**config.mk**
```make
export PLATFORM = sky130hd
export DESIGN_NAME = lsu_dccm_initializer
export DESIGN_NICKNAME = d
export VERILOG_FILES = /design/src/rtl/veer_types.sv /design/src/rtl/lsu_dccm_init_chk.sv /design/src/rtl/lsu_dccm_initializer.sv
export SDC_FILE = /design/constraint.sdc
export NUM_CORES = 1
export LEC_CHECK = 0
export CAP_MARGIN = 20
export CORE_MARGIN = 2
export CORE_UTILIZATION = 27
export CTS_CLUSTER_SIZE = 30
export DETAILED_ROUTE_END_ITERATION = 16
export GPL_TIMING_DRIVEN = 0
export PLACE_DENSITY = 0.84
export SLEW_MARGIN = 20
export SYNTH_ARGS = -nofsm -noshare
export SYNTH_HDL_FRONTEND = slang
export SYNTH_HIERARCHICAL = 1
export SYNTH_SLANG_ARGS = --single-unit
```
**constraint.sdc**
```tcl
create_clock -name clk -period 1.29 [get_ports clk]
set_input_delay 0.3225 -clock clk [delete_from_list [all_inputs] [get_ports clk]]
set_output_delay 0.3225 -clock clk [all_outputs]
set_load 0.01 [all_outputs]
```
**src/rtl/veer_types.sv**
```systemverilog
// Shared type definitions for the DCCM initializer.
// Holds the state encoding used by lsu_dccm_initializer.
package veer_types;

  typedef enum logic [2:0] {
    IDLE   = 3'd0,
    WRITE  = 3'd1,
    VERIFY = 3'd2,
    DRAIN  = 3'd3,
    DONE   = 3'd4
  } dccm_init_state_t;

endpackage

```
**src/rtl/lsu_dccm_init_chk.sv**
```systemverilog
// Read-back checker for the DCCM initializer.
// Tracks outstanding initializer reads in an RD_LAT-deep tag pipe, compares the
// returned word against INIT_PATTERN, and captures the byte address of the first
// mismatch.
// Ports:
//   clk, rst_l       clock, asynchronous active-low reset
//   clr              clear the sticky error flag and address (new pass)
//   rd_issue         a read is being issued this cycle
//   rd_addr          byte address of that read
//   rd_data          read return data, valid RD_LAT cycles after issue
//   pipe_pending     reads still in flight beyond the one being compared now
//   verify_err       sticky mismatch flag
//   verify_err_addr  byte address of the first mismatch
module lsu_dccm_init_chk #(
  parameter int                     DCCM_BITS    = 16,
  parameter int                     FDATA_WIDTH  = 39,
  parameter logic [FDATA_WIDTH-1:0] INIT_PATTERN = '0,
  parameter int                     RD_LAT       = 1
) (
  input  logic                   clk,
  input  logic                   rst_l,
  input  logic                   clr,
  input  logic                   rd_issue,
  input  logic [DCCM_BITS-1:0]   rd_addr,
  input  logic [FDATA_WIDTH-1:0] rd_data,
  output logic                   pipe_pending,
  output logic                   verify_err,
  output logic [DCCM_BITS-1:0]   verify_err_addr
);

  // The output stage is compared in the current cycle, so only the younger
  // stages count as still in flight.
  localparam logic [RD_LAT-1:0] PEND_MASK = {RD_LAT{1'b1}} >> 1;

  logic [RD_LAT-1:0]                vld_q, vld_d;
  logic [RD_LAT-1:0][DCCM_BITS-1:0] addr_q, addr_d;
  logic                             err_q, err_d;
  logic [DCCM_BITS-1:0]             err_addr_q, err_addr_d;
  logic                             mis;

  always_comb begin
    vld_d     = vld_q;
    addr_d    = addr_q;
    vld_d[0]  = rd_issue;
    addr_d[0] = rd_addr;
    for (int i = 1; i < RD_LAT; i++) begin
      vld_d[i]  = vld_q[i-1];
      addr_d[i] = addr_q[i-1];
    end
  end

  // Returns are compared regardless of lsu_busy; only initializer reads are tagged.
  assign mis = vld_q[RD_LAT-1] && (rd_data != INIT_PATTERN);

  always_comb begin
    err_d      = err_q;
    err_addr_d = err_addr_q;
    if (clr) begin
      err_d      = 1'b0;
      err_addr_d = '0;
    end else if (mis) begin
      err_d = 1'b1;
      if (!err_q) err_addr_d = addr_q[RD_LAT-1];
    end
  end

  always_ff @(posedge clk or negedge rst_l) begin
    if (!rst_l) begin
      vld_q      <= '0;
      addr_q     <= '0;
      err_q      <= 1'b0;
      err_addr_q <= '0;
    end else begin
      vld_q      <= vld_d;
      addr_q     <= addr_d;
      err_q      <= err_d;
      err_addr_q <= err_addr_d;
    end
  end

  assign pipe_pending    = |(vld_q & PEND_MASK);
  assign verify_err      = err_q;
  assign verify_err_addr = err_addr_q;

endmodule

```
**src/rtl/lsu_dccm_initializer.sv**
```systemverilog
// DCCM initializer: requester side of the DCCM port. Writes INIT_PATTERN into
// every word after reset (AUTO_START) or on start, yielding whenever the LSU
// owns the port. With RV_DCCM_INIT_VERIFY_EN defined it then reads every word
// back and flags the first mismatch; without it the read side ties to 0.
// Ports:
//   clk, rst_l                    clock, asynchronous active-low reset
//   start                         single-cycle (re)initialize request
//   lsu_busy                      LSU owns the DCCM port this cycle
//   dccm_wren, dccm_wr_addr,
//   dccm_wr_data                  write request
//   dccm_rden, dccm_rd_addr_lo/hi read request (verify build only)
//   dccm_rd_data_lo               read return data
//   init_busy, init_done          pass status
//   verify_err, verify_err_addr   sticky mismatch flag and first bad address
//
// state  | meaning
// IDLE   | after reset, waiting for auto start or start
// WRITE  | writing INIT_PATTERN to word cnt when the LSU is idle
// VERIFY | reading word cnt back when the LSU is idle
// DRAIN  | last read issued, waiting for in-flight returns
// DONE   | pass complete, init_done high, waiting for start
module lsu_dccm_initializer
  import veer_types::*;
#(
  parameter int                     DCCM_BITS    = 16,
  parameter int                     FDATA_WIDTH  = 39,
  parameter logic [FDATA_WIDTH-1:0] INIT_PATTERN = '0,
  parameter bit                     AUTO_START   = 1'b1,
  parameter int                     RD_LAT       = 1
) (
  input  logic                   clk,
  input  logic                   rst_l,
  input  logic                   start,
  input  logic                   lsu_busy,
  output logic                   dccm_wren,
  output logic                   dccm_rden,
  output logic [DCCM_BITS-1:0]   dccm_wr_addr,
  output logic [DCCM_BITS-1:0]   dccm_rd_addr_lo,
  output logic [DCCM_BITS-1:0]   dccm_rd_addr_hi,
  output logic [FDATA_WIDTH-1:0] dccm_wr_data,
  input  logic [FDATA_WIDTH-1:0] dccm_rd_data_lo,
  output logic                   init_busy,
  output logic                   init_done,
  output logic                   verify_err,
  output logic [DCCM_BITS-1:0]   verify_err_addr
);

  localparam int CNT_W = DCCM_BITS - 2;

  dccm_init_state_t state_q, state_d;
  logic [CNT_W-1:0] cnt_q, cnt_d;
  logic             first_q, first_d;
  logic             cnt_last;
  logic             wr_issue;
  logic             clr_pass;
`ifdef RV_DCCM_INIT_VERIFY_EN
  logic             rd_issue;
  logic             pipe_pending;
`endif

  assign cnt_last = &cnt_q;

  always_comb begin
    state_d  = state_q;
    cnt_d    = cnt_q;
    first_d  = 1'b0;
    wr_issue = 1'b0;
    clr_pass = 1'b0;
`ifdef RV_DCCM_INIT_VERIFY_EN
    rd_issue = 1'b0;
`endif
    case (state_q)
      IDLE: begin
        if (start || (AUTO_START && first_q)) begin
          state_d  = WRITE;
          cnt_d    = '0;
          clr_pass = 1'b1;
        end
      end
      WRITE: begin
        if (!lsu_busy) begin
          wr_issue = 1'b1;
          cnt_d    = cnt_q + CNT_W'(1);
          if (cnt_last) begin
`ifdef RV_DCCM_INIT_VERIFY_EN
            state_d = VERIFY;
`else
            state_d = DONE;
`endif
          end
        end
      end
`ifdef RV_DCCM_INIT_VERIFY_EN
      VERIFY: begin
        if (!lsu_busy) begin
          rd_issue = 1'b1;
          cnt_d    = cnt_q + CNT_W'(1);
          if (cnt_last) state_d = DRAIN;
        end
      end
      DRAIN: begin
        if (!pipe_pending) state_d = DONE;
      end
`endif
      DONE: begin
        if (start) begin
          state_d  = WRITE;
          cnt_d    = '0;
          clr_pass = 1'b1;
        end
      end
      default: state_d = IDLE;
    endcase
  end

  // first_q marks the single cycle right after reset release for auto start.
  always_ff @(posedge clk or negedge rst_l) begin
    if (!rst_l) begin
      state_q <= IDLE;
      cnt_q   <= '0;
      first_q <= 1'b1;
    end else begin
      state_q <= state_d;
      cnt_q   <= cnt_d;
      first_q <= first_d;
    end
  end

  // Strobes are combinational from state and !lsu_busy so they never overlap
  // an LSU access.
  assign dccm_wren    = wr_issue;
  assign dccm_wr_addr = {cnt_q, 2'b00};
  assign dccm_wr_data = INIT_PATTERN;
  assign init_busy    = (state_q == WRITE) || (state_q == VERIFY) || (state_q == DRAIN);
  assign init_done    = (state_q == DONE);

`ifdef RV_DCCM_INIT_VERIFY_EN
  assign dccm_rden       = rd_issue;
  assign dccm_rd_addr_lo = {cnt_q, 2'b00};
  assign dccm_rd_addr_hi = {cnt_q, 2'b00};

  lsu_dccm_init_chk #(
    .DCCM_BITS   (DCCM_BITS),
    .FDATA_WIDTH (FDATA_WIDTH),
    .INIT_PATTERN(INIT_PATTERN),
    .RD_LAT      (RD_LAT)
  ) u_chk (
    .clk            (clk),
    .rst_l          (rst_l),
    .clr            (clr_pass),
    .rd_issue       (rd_issue),
    .rd_addr        ({cnt_q, 2'b00}),
    .rd_data        (dccm_rd_data_lo),
    .pipe_pending   (pipe_pending),
    .verify_err     (verify_err),
    .verify_err_addr(verify_err_addr)
  );
`else
  logic unused_rd_side;

  assign dccm_rden       = 1'b0;
  assign dccm_rd_addr_lo = '0;
  assign dccm_rd_addr_hi = '0;
  assign verify_err      = 1'b0;
  assign verify_err_addr = '0;
  assign unused_rd_side  = (^dccm_rd_data_lo) ^ clr_pass ^ (RD_LAT > 0);
`endif

endmodule

```
==> results of run 1 <==
==> layout make-up <==
| cell class | count | area [um2] | area share, % |
|---|---|---|---|
| Inverter | 3 | 11.3 | 0.459 |
| Buffer | 94 | 711 | 29.0 |
| Multi-Input combinational cell | 153 | 795 | 32.4 |
| Sequential cell | 17 | 428 | 17.4 |
| Clock buffer | 4 | 45.0 | 1.84 |
| Timing Repair Buffer | 43 | 374 | 15.2 |
| Tap cell | 72 | 90.1 | 3.67 |
==> power by group <==
part,internal (uW),total [uW],switching (uW)
sequential,607,668,61.8
clock,219,402,182
combinational,475,896,421
==> cells by family (layout without fill, tap and decap cells) <==
kind of cell,Yosys count,count (layout),synth area share [%]
adder cells (fa/ha/maj),1,1,0.802
AO/OA/AOI/OAI,13,13,5.70
AND/OR/NAND/NOR,38,38,14.7
flip-flops,17,17,27.4
buffers and inverters,97,144,46.0
other,1,92,0.241
XOR/XNOR,8,8,4.49
multiplexers,1,1,0.722
==> what timing repair did <==
item / CTS / global route
gates resized for setup: 38 / 17
setup endpoints to repair: 33 / 25
pin swaps: 4 / 9
setup buffers: 14 / 9
==> registers in the layout (all words and copies together), names as in the netlist <==
| register | flops |
|---|---|
| cnt_q | 14 |
| first_q | 1 |
| state_q | 2 |
==> final timing paths <==
kind	startpoint	to	slack, ps	depth (start not counted)
min in group clk	cnt_q[9]	cnt_q[9]	530	1
worst min-delay path	rst_l	state_q[2]	520	1
max in group asynchronous	rst_l	cnt_q[2]	230	1
worst min register to register	cnt_q[9]	cnt_q[9]	530	1
worst max register to register	state_q[2]	cnt_q[12]	-260	6
worst max-delay path	state_q[2]	dccm_wren	-270	4
==> layer usage <==
layer | GRT usage [%] | vias to the layer above | share of wire [%]
met4 | 2.37 | 0 | 0.88
met1 | 10.4 | 543 | 36
li1 | - | 664 | -
met3 | 3.96 | 4 | 11
met2 | 16.7 | 70 | 53
met5 | 0 | - | 0
==> synthesized netlist by cell type <==
cell type / n / share of area (%)
buf_4: 92 / 44
dfrtp_1: 16 / 26
nor2_1: 9 / 2.2
nand4_1: 7 / 2.8
nand2_1: 6 / 1.4
xor2_1: 6 / 3.4
and2_1: 3 / 1.2
inv_1: 3 / 0.72
nand3_1: 3 / 0.96
nor2b_1: 3 / 1.2
o21ai_0: 3 / 0.96
o31ai_1: 3 / 1.4
a21oi_1: 2 / 0.64
and4_1: 2 / 1.1
o211ai_1: 2 / 0.96
or3_1: 2 / 0.80
xnor2_1: 2 / 1.1
buf_6: 1 / 0.72
clkbuf_1: 1 / 0.24
conb_1: 1 / 0.24
dfstp_2: 1 / 1.7
ha_1: 1 / 0.80
mux2_2: 1 / 0.72
nand2b_1: 1 / 0.40
nand4_4: 1 / 1.4
nor3b_4: 1 / 1.2
o21ba_2: 1 / 0.64
o21bai_1: 1 / 0.48
o2bb2ai_1: 1 / 0.56
==> metrics by stage <==
stage	power (uW)	instance area, um2	utilization (%)	hold WS (ps)
final	1970	2450	44.3	523
after detailed placement	1430	2200	39.6	511
after global placement	1410	2200	39.6	501
after floorplan	1200	1910	-	26.9
after CTS	1870	2340	42.3	520
after global routing	2100	2450	44.3	567
==> reports/results.ini, run 1 <==
[status]
status = complete, but fails checks
violations = setup timing

[layout]
final_common_cell = buf_4
diodes = 0
stdcell_count = 386
nFillCells = 576
area_growth_pct = 57.4
final_cell_mix = buf_4, conb_1, dfrtp_1, buf_6, nor2_1
final_layout_size_suffix_gt1_share_pct = 44.3
nets = 359

[floorplan]
num_rows = 27
die_area_um2 = 6400
fp.dieH_um = 80.0
core-area_um2 = 5540
io_pins = 151
die_width_um = 80.0
start_util_pct = 28.1

[yosys]
synth-seq-cells = 17
syn_area_um2 = 1560
syn_inst = 176
syn_avg_cell_area_um2 = 8.86
ys_seq_area_share_pct = 27.4
ys_types = 29
yosys_warnings = 6

[clock_tree]
clockBufferDepth = 2
h-tree-depth = 1
clock_latency_ps = 250
cts_hold_buffers = 0
cts.clk_slew.worst_paths_ps = 70
cts_sinks = 17
cts_buffers = 3
cts_tree = yes
cts_root_buf = clkbuf_8

[setup_path]
crit_top_cell = buf_6
critPathKind = register to primary output
crit_path_top_delay_cell = dfrtp_1
endpoint_kind = primary output
slowest_delay_ps = 390
cp_top_family = flip-flops
path_cells = buf_6 -> nor3b_4 -> buf_6 -> buf_6
crit_fanout = 2
start_kind = register
crit_arrival_ps = 1240
critPathBufInv = 3
cp.required_ps = 970

[sta]
finalSetupViolCount = 17
rsz0062_at_grt = true
relSlewSlack_pct = 47.9
setup_tns_ps = -3010
worst_slack_ps = -270
min_period_ps = 1560
fmax_ghz = 0.641
worst_pin_slew_ps = 779
slew_viol_final = 0
finalHoldViolations = 0
post-route-period-util_pct = 121
finClkSkew_ps = 4.91

[detailed_routing]
wl_per_cell_um = 8.56
antenna_left = 0
post-route-drc-count = 0
vias = 1281
firstDrtPassIters = 4
routed_wl_um = 3310
drt-vias-per-instance = 3.32
drtIter0Drc = 7

[run]
cap_violations = 0

[power]
cellPowerDensity_nw_per_um2 = 801
p_leak_uw = 0.00144
ir_worst_vdd_mv = 0.470

[placement]
pre_cts_slack_ps = -989
place.gp.congestion = 0.783
placedCellCount = 359
post-dp-hpwl_um = 2500
io_buffers = 20

[min_path]
hold_path.class = input port to async pin

[global_route]
grt_pass1_wl_um = 4630
grt_pass1_vias = 1053
grt_use_total_pct = 9.44
grt_start_max_net_pins = 18
antenna_found_initial = 0
grt_overflow = 0

No activity file was read; power rests on OpenSTA's default activity.
==> run 2: changes to the inputs <==
- HOLD_SLACK_MARGIN: not set -> 0.05
==> results of run 2 <==
Same layout as run 1: the final DEF is identical, and so are final timing and power.
==> run 3: changes to the inputs <==
--- a/config.mk
+++ b/config.mk
@@ -7,3 +7,2 @@
 export LEC_CHECK = 0
-export CAP_MARGIN = 20
 export CORE_MARGIN = 2
==> constraint.sdc (replaced) <==
create_clock -name clk -period 1.29 [get_ports clk]
set_input_delay 0.258 -clock clk [delete_from_list [all_inputs] [get_ports clk]]
set_output_delay 0.258 -clock clk [all_outputs]
set_load 0.01 [all_outputs]
==> run 3 against run 2 <==
The flow still finishes with violations (setup timing). Utilization down 0.56 points. Sequential cell count stayed put. Clock power about the same. Final cell count is 1.3% lower.
==> reports/results.ini, run 3 (same netlist as run 1, synthesis figures left out) <==
[clock_tree]
cts.clk_slew.worst_paths_ps = 70
cts_sinks = 17
cts_buffers = 3
cts_root_buf = clkbuf_8
clock_latency_ps = 250
cts_hold_buffers = 0
cts_tree = yes
h-tree-depth = 1
clockBufferDepth = 2

[layout]
finish.utilization_pct = 43.7
final_cell_mix = buf_4, conb_1, dfrtp_1, dlygate4sd2_1, buf_6
nFillCells = 583
diodes = 0
final_layout_size_suffix_gt1_share_pct = 43.4
largest_register_ffs = 14
area_growth_pct = 55.4
final_common_cell = buf_4
seq_area_um2 = 429
nets = 354
multi_input_area_um2 = 801
largest_register = cnt_q
top_regs = cnt_q: 14 flops, state_q: 2 flops, first_q: 1 flops

[setup_path]
crit_arrival_ps = 1620
crit_path_top_delay_cell = dfrtp_2
cp_top_family = simple AND/OR/NAND/NOR gates
cp.required_ps = 1420
critPathKind = register to register
crit_fanout = 4
critPathBufInv = 1
slowest_delay_ps = 430
worstRegToRegCells = 5
endpoint_kind = register
path_cells = nor3b_4 -> buf_6 -> nand4_1 -> o211ai_1 -> o31ai_1
start_kind = register
cp.depth = 5

[placement]
io_buffers = 20
place.gp.congestion = 0.783
post-dp-hpwl_um = 2500

[floorplan]
num_rows = 27
die_area_um2 = 6400
io_pins = 151
die_width_um = 80.0
core-area_um2 = 5540
fp.dieH_um = 80.0
start_util_pct = 28.1

[sta]
finClkSkew_ps = 5.61
setup_tns_ps = -2120
min_period_ps = 1490
rsz0062_at_grt = true
finalHoldViolations = 0
slew_viol_final = 0
relSlewSlack_pct = 48.0
worst_pin_slew_ps = 778
post-route-period-util_pct = 115
worst_slack_ps = -195
fmax_ghz = 0.673
finalSetupViolCount = 17

[global_route]
grt_start_max_net_pins = 18
grt_overflow = 0
antenna_found_initial = 0
grt_use_total_pct = 9.51
grt_pass1_wl_um = 4690
grt_pass1_vias = 1032

[detailed_routing]
firstDrtPassIters = 4
routed_wl_um = 3310
vias = 1265
antenna_left = 0
post-route-drc-count = 0
wl_per_cell_um = 8.68
drt-vias-per-instance = 3.32
drtIter0Drc = 29

[power]
p_leak_uw = 0.00144
ir_worst_vdd_mv = 0.429
cellPowerDensity_nw_per_um2 = 790

[run]
cap_violations = 0

[status]
violations = setup timing
status = complete, but fails checks

[min_path]
hold_path.class = input port to async pin

## run 3: where the power goes
part           internal [uW]  leakage [uW]  switching, uW
clock                    219     0.0000228            182
combinational            433       0.00120            399
sequential               607      0.000220           73.7
total                   1260       0.00144            655
## run 3: per-stage QoR
stage               hold WS, ps  cell area, um2  cells  power, uW  worst slack [ps]
floorplan                 -37.6            1910    267       1200             -67.4
finish                      459            2420    381       1910              -195
detailed placement          511            2200    359       1430              -860
global route                530            2420    381       2050              -300
global placement            501            2200    359       1410              -849
CTS                         488            2350    374       1840              -209
## run 3: path summary, 6_finish.rpt
path                                  from   endpoint  slack (ps)
worst max-delay path            state_q[2]  cnt_q[12]        -200
worst min-delay path                 rst_l  cnt_q[13]         460
worst max register to register  state_q[2]  cnt_q[12]        -200
worst min register to register    cnt_q[9]   cnt_q[9]         520
max in group asynchronous            rst_l   cnt_q[2]         290
min in group clk                  cnt_q[9]   cnt_q[9]         520
## run 3: area by class of cell
class | instances | area share, %
Inverter | 3 | 0.465
Sequential cell | 17 | 17.7
Buffer | 94 | 29.3
Clock buffer | 4 | 1.86
Tap cell | 72 | 3.72
Multi-Input combinational cell | 153 | 33.1
Timing Repair Buffer | 38 | 13.8
## run 3: timing repair
action / 4_1_cts / 5_1_grt
gates resized for setup: 42 / 10
cloned: 1 / 0
setup endpoints to repair: 33 / 20
pin swaps: 5 / 4
setup buffers: 10 / 7
## run 3: layer usage
metal  vias up  track usage (%)  part of all wire, %
met4         0             2.03                 0.36
met3         2             3.96                   10
li1        655                -                    -
met2        64             17.0                   52
met1       544             10.4                   38
met5         -                0                    0
